`src/rtl/source_sink_pkg.sv`:
```
// Shared types and constants for the source_sink arbiter slice.
package source_sink_pkg;

    typedef enum logic {IDLE, GRANT} ss_arb_state_t;

    localparam int SS_STAT_W = 16;

    // Increment that sticks at all-ones instead of wrapping.
    function automatic logic [SS_STAT_W-1:0] sat_inc(input logic [SS_STAT_W-1:0] v);
        return (&v) ? v : v + 1'b1;
    endfunction

endpackage

```
`src/rtl/source_sink_arbiter_rr_pick.sv`:
```
// Round-robin priority pick: first requester at or after ptr, wrapping.
module rr_pick
    import source_sink_pkg::*;
#(
    parameter int N_SRC = 4,
    parameter int IW    = $clog2(N_SRC)
) (
    input  logic [N_SRC-1:0] req,
    input  logic [IW-1:0]    ptr,
    output logic [IW-1:0]    idx,
    output logic             any
);

    int j;

    // Scan offsets from the far end down so the nearest requester wins last.
    always_comb begin
        idx = '0;
        any = 1'b0;
        j   = 0;
        for (int k = N_SRC - 1; k >= 0; k--) begin
            j = int'(ptr) + k;
            if (j >= N_SRC) j = j - N_SRC;
            if (req[j]) begin
                idx = IW'(j);
                any = 1'b1;
            end
        end
    end

endmodule

```
`src/rtl/source_sink_arbiter.sv`:
```
// Round-robin burst arbiter sharing one registered sink between N_SRC sources.
// Optional per-source beat and forced-release counters: SS_ARB_STATS_EN.
module source_sink_arbiter
    import source_sink_pkg::*;
#(
    parameter int N_SRC     = 4,
    parameter int DATA_W    = 8,
    parameter int MAX_BURST = 8
) (
    input  logic                       clk1,
    input  logic                       rst,
    input  logic [N_SRC-1:0]           src_valid,
    input  logic [N_SRC*DATA_W-1:0]    src_data,
    input  logic [N_SRC-1:0]           src_last,
    output logic [N_SRC-1:0]           src_ready,
    output logic                       snk_valid,
    output logic [DATA_W-1:0]          snk_data,
    output logic                       snk_last,
    output logic [$clog2(N_SRC)-1:0]   snk_src,
    input  logic                       snk_ready,
    output logic                       busy
`ifdef SS_ARB_STATS_EN
    ,
    output logic [N_SRC*SS_STAT_W-1:0] stat_beats,
    output logic [SS_STAT_W-1:0]       stat_forced
`endif
);

    localparam int IW = $clog2(N_SRC);

    ss_arb_state_t state, state_nxt;
    logic [IW-1:0] rr_ptr;
    logic [IW-1:0] gnt;
    logic [7:0]    beat_cnt;
    logic [IW-1:0] pick_idx;
    logic          pick_any;
    logic          ready_gnt;
    logic          accept;
    logic          at_max;
    logic          load_last;

    rr_pick #(.N_SRC(N_SRC), .IW(IW)) u_pick (
        .req (src_valid),
        .ptr (rr_ptr),
        .idx (pick_idx),
        .any (pick_any)
    );

    // The output stage can take a beat when empty or draining this cycle.
    assign ready_gnt = snk_ready | ~snk_valid;
    assign at_max    = (beat_cnt == 8'(MAX_BURST - 1));
    assign load_last = src_last[gnt] | at_max;
    assign busy      = (state == GRANT);

    // Next-state, per-source ready and beat acceptance.
    always_comb begin
        state_nxt = state;
        src_ready = '0;
        accept    = 1'b0;
        if (state == IDLE) begin
            if (pick_any) state_nxt = GRANT;
        end else begin
            src_ready[gnt] = ready_gnt;
            accept         = src_valid[gnt] & ready_gnt;
            if (accept && load_last) state_nxt = IDLE;
        end
    end

    // State register, grant capture, burst length and round-robin pointer.
    always_ff @(posedge clk1 or negedge rst) begin
        if (!rst) begin
            state    <= IDLE;
            rr_ptr   <= '0;
            gnt      <= '0;
            beat_cnt <= '0;
        end else begin
            state <= state_nxt;
            if (state == IDLE) begin
                if (pick_any) begin
                    gnt      <= pick_idx;
                    beat_cnt <= '0;
                end
            end else if (accept) begin
                beat_cnt <= beat_cnt + 1'b1;
                if (load_last)
                    rr_ptr <= (gnt == IW'(N_SRC - 1)) ? '0 : gnt + 1'b1;
            end
        end
    end

    // Output register: a new beat overwrites a draining one for full throughput.
    always_ff @(posedge clk1 or negedge rst) begin
        if (!rst) begin
            snk_valid <= 1'b0;
            snk_data  <= '0;
            snk_last  <= 1'b0;
            snk_src   <= '0;
        end else if (accept) begin
            snk_valid <= 1'b1;
            snk_data  <= src_data[gnt*DATA_W +: DATA_W];
            snk_last  <= load_last;
            snk_src   <= gnt;
        end else if (snk_valid && snk_ready) begin
            snk_valid <= 1'b0;
        end
    end

`ifdef SS_ARB_STATS_EN
    // Saturating counters of accepted beats per source and of length-forced releases.
    always_ff @(posedge clk1 or negedge rst) begin
        if (!rst) begin
            stat_beats  <= '0;
            stat_forced <= '0;
        end else if (accept) begin
            for (int i = 0; i < N_SRC; i++) begin
                if (gnt == IW'(i))
                    stat_beats[i*SS_STAT_W +: SS_STAT_W] <=
                        sat_inc(stat_beats[i*SS_STAT_W +: SS_STAT_W]);
            end
            if (at_max && !src_last[gnt])
                stat_forced <= sat_inc(stat_forced);
        end
    end
`endif

endmodule

```
`config.mk`:
```
export PLATFORM = sky130hd
export DESIGN_NAME = source_sink_arbiter
export DESIGN_NICKNAME = d
export VERILOG_FILES = /design/src/rtl/source_sink_pkg.sv /design/src/rtl/source_sink_arbiter_rr_pick.sv /design/src/rtl/source_sink_arbiter.sv
export SDC_FILE = /design/constraint.sdc
export NUM_CORES = 1
export LEC_CHECK = 0
export ABC_CLOCK_PERIOD_IN_PS = 2790
export CELL_PAD_IN_SITES_DETAIL_PLACEMENT = 0
export CELL_PAD_IN_SITES_GLOBAL_PLACEMENT = 1
export CORE_MARGIN = 3
export CORE_UTILIZATION = 35
export DETAILED_ROUTE_END_ITERATION = 10
export PLACE_DENSITY = 0.87
export SKIP_CTS_REPAIR_TIMING = 1
export SLEW_MARGIN = 20
export SYNTH_ARGS = -nofsm -noshare
export SYNTH_HDL_FRONTEND = slang
export SYNTH_SLANG_ARGS = --single-unit
```
`constraint.sdc`:
```
create_clock -name clk1 -period 2.79 [get_ports clk1]
set_input_delay 0.279 -clock clk1 [delete_from_list [all_inputs] [get_ports clk1]]
set_output_delay 0.279 -clock clk1 [all_outputs]
set_load 0.01 [all_outputs]
```
==> metrics.csv <==
metric;value;unit
Int Pwr;0.00123;W
Ys Warns;0;
synthesized area;1480;sq um
most frequent cells in the layout;clkdlybuf4s50_1, dfrtp_1, mux4_2;
post-DR vias/cell;5.21;
synthesized flop and latch total;25;
Multi-input gate area;781;sq um
Total GRT Usage;15.7;%
Comb pwr share;54.4;%
I/O pin count;60;
worst path cell trace;buf_4 > inv_1 > ha_1 > and3_1 > clkdlybuf4s50_1;
routed len/inst;15.8;um
clock buffer depth;2;
setup_tns;0;ps
TritonCTS clock tree;done;
Setup Skew;9.09;ps
global-route wire length before repair;6260;um
DRT Pass-1 Iters;4;
Fill cells;341;
Die W;71.0;um
ant diodes;0;
status;complete, no violations;
pre-CTS WS;537;ps
die area;5030;sq um
top cell type's share of synthesized area;42.4;%
clock sink count;25;
Skew-Pair Late Insertion Delay;270;ps
Reg power frac;34.3;%
WP buf/inv;3;
clk slew on worst S/H paths;90;ps
Syn Inst Count;128;
Hold Crit Class;input pin to asynchronous set/reset pin;
Core Util, Final;56.1;%
P per Cell Area;893;nW/um^2
DR vias;1229;
remaining antenna violation count;0;
starting density of the core;38.3;%
Crit-path slowest cell;dfrtp_1;
DP HPWL;2980;um
RePlAce Congestion;0.871;
port bufs;59;
Area Growth Syn to Fin;46.5;%
Root Driver;clkbuf_8;
dominant cells by area after synthesis;dfrtp_1, mux4_2, mux2_2;
FF+latch area;626;sq um
Psw;0.000704;W
initial antenna violation count;0;
CTS Buf Count;3;
CP startpoint kind;flip-flop;
Final #Nets;237;
post-synthesis sequential area ratio;42.4;%
required time worst endpoint;2510;ps
# Max-Cap Violations;0;
Max Fclk;456;MHz
cell type with the largest total area after synthesis;dfrtp_1;
DRC;0;
minimum clock period;2190;ps
Clock Power Share;11.2;%
drt initial violations;65;
final number of setup-violating endpoints;0;
H-tree depth;1;
final setup margin;596;ps
FP Rows;22;
final hold violation count;0;
RSZ-0062 raised after global routing;no;
Worst Tran Pin Value;529;ps
Post-Syn Area per Cell;11.5;sq um
layout cell share with drive strength beyond 1;16.0;%
post-synth cell types;37;
Max-slew headroom;64.4;%
Setup CP Type;flip-flop to output port;
largest net degree at the start of global routing;26;
Sw Share;36.5;%
core box area;3850;sq um
Post-Route WL;3730;um
vias in the first global route;1306;
Static Leak;0.885;nW
Crit Path Max Fanout;10;
leading cell type in the layout, fill and taps excluded;clkdlybuf4s50_1;
Die H;71.0;um
critical path arrival;1920;ps
Net Count, Synth;176;
Tcrit/Tclk final;78.6;%
GRT Residual Overflow;0;
critical path's largest stage delay;490;ps
CP top delay family;buffers and inverters;
VDD IR-drop max;0.000449;V
Crit. End Element;output port;
Final Slew Violations;0;
==> stage by stage <==
step	cells	hold slack [ps]	total power [W]	instance area (sq um)
final	236	366	0.00193	2160
after global routing	236	397	0.00208	2160
after detailed placement	232	480	0.00174	2120
after floorplan	128	-16.6	0.00130	1480
after global placement	232	469	0.00171	2120
after CTS	236	379	0.00196	2160
==> final timing paths <==
kind | start | to | slack [ps] | cells past startpoint
min in group clk1 | snk_src[0] | snk_src[0] | 500 | 2
worst min register to register | snk_src[0] | snk_src[0] | 500 | 2
worst max register to register | gnt[0] | snk_data[3] | 660 | 4
worst min-delay path | rst | snk_src[1] | 370 | 2
worst max-delay path | gnt[1] | src_ready[0] | 600 | 5
max in group asynchronous | rst | busy | 2170 | 2
==> power by group through the flow <==
stage / clock [W] / combinational (W) / sequential (W)
3_5_place_dp: 0 / 0.00106 / 0.000675
2_1_floorplan: 0 / 0.000644 / 0.000654
5_1_grt: 0.000235 / 0.00115 / 0.000694
3_3_place_gp: 0 / 0.00104 / 0.000670
6_report: 0.000217 / 0.00105 / 0.000663
4_1_cts: 0.000225 / 0.00107 / 0.000668
==> sequential cells by signal, indices dropped and copies added (netlist names) <==
register   cells
snk_src        2
snk_last       1
busy           1
gnt            2
snk_valid      1
snk_data       8
rr_ptr         2
beat_cnt       8
==> synth_stat cells (all sizes together) <==
cell type / instances
dfrtp: 25
mux4: 10
mux2: 9
nand2: 9
o21ai: 8
nand3: 7
buf: 6
inv: 6
ha: 5
and3: 4
o31ai: 4
and2: 3
nor2: 3
o211ai: 3
a21oi: 2
a31oi: 2
clkbuf: 2
mux2i: 2
nand2b: 2
nor4: 2
or2: 2
or3: 2
a21boi: 1
a21o: 1
a221o: 1
a311o: 1
nand3b: 1
nor3: 1
o21a: 1
o22ai: 1
o31a: 1
or4: 1
==> kinds of logic after synthesis <==
family,share of synthesized area (%)
adders and majority gates,4.24
muxes,23.5
buffers and inverters,4.75
DFF,42.4
AOI/OAI and AO/OA,11.7
and+or+nand+nor,13.5
==> final cells by class <==
type / count / share of cell area, %
inverters: 6 / 1.04
clock buffers: 3 / 1.91
clock inverters: 1 / 0.231
well taps: 48 / 2.78
multi-input cells: 89 / 36.1
flip-flops and latches: 25 / 28.9
repair buffers: 64 / 29.0
==> layer usage <==
layer | routed length [um] | share of wire [%] | vias to the layer above | global-route usage [%]
li1 | - | - | 599 | -
met4 | 74 | 2.0 | 0 | 6.26
met2 | 1930 | 52 | 33 | 25.8
met3 | 168 | 4.5 | 6 | 3.55
met5 | 0 | 0 | - | 0
met1 | 1550 | 42 | 591 | 19.9
Power figures use the tool's default switching activity.
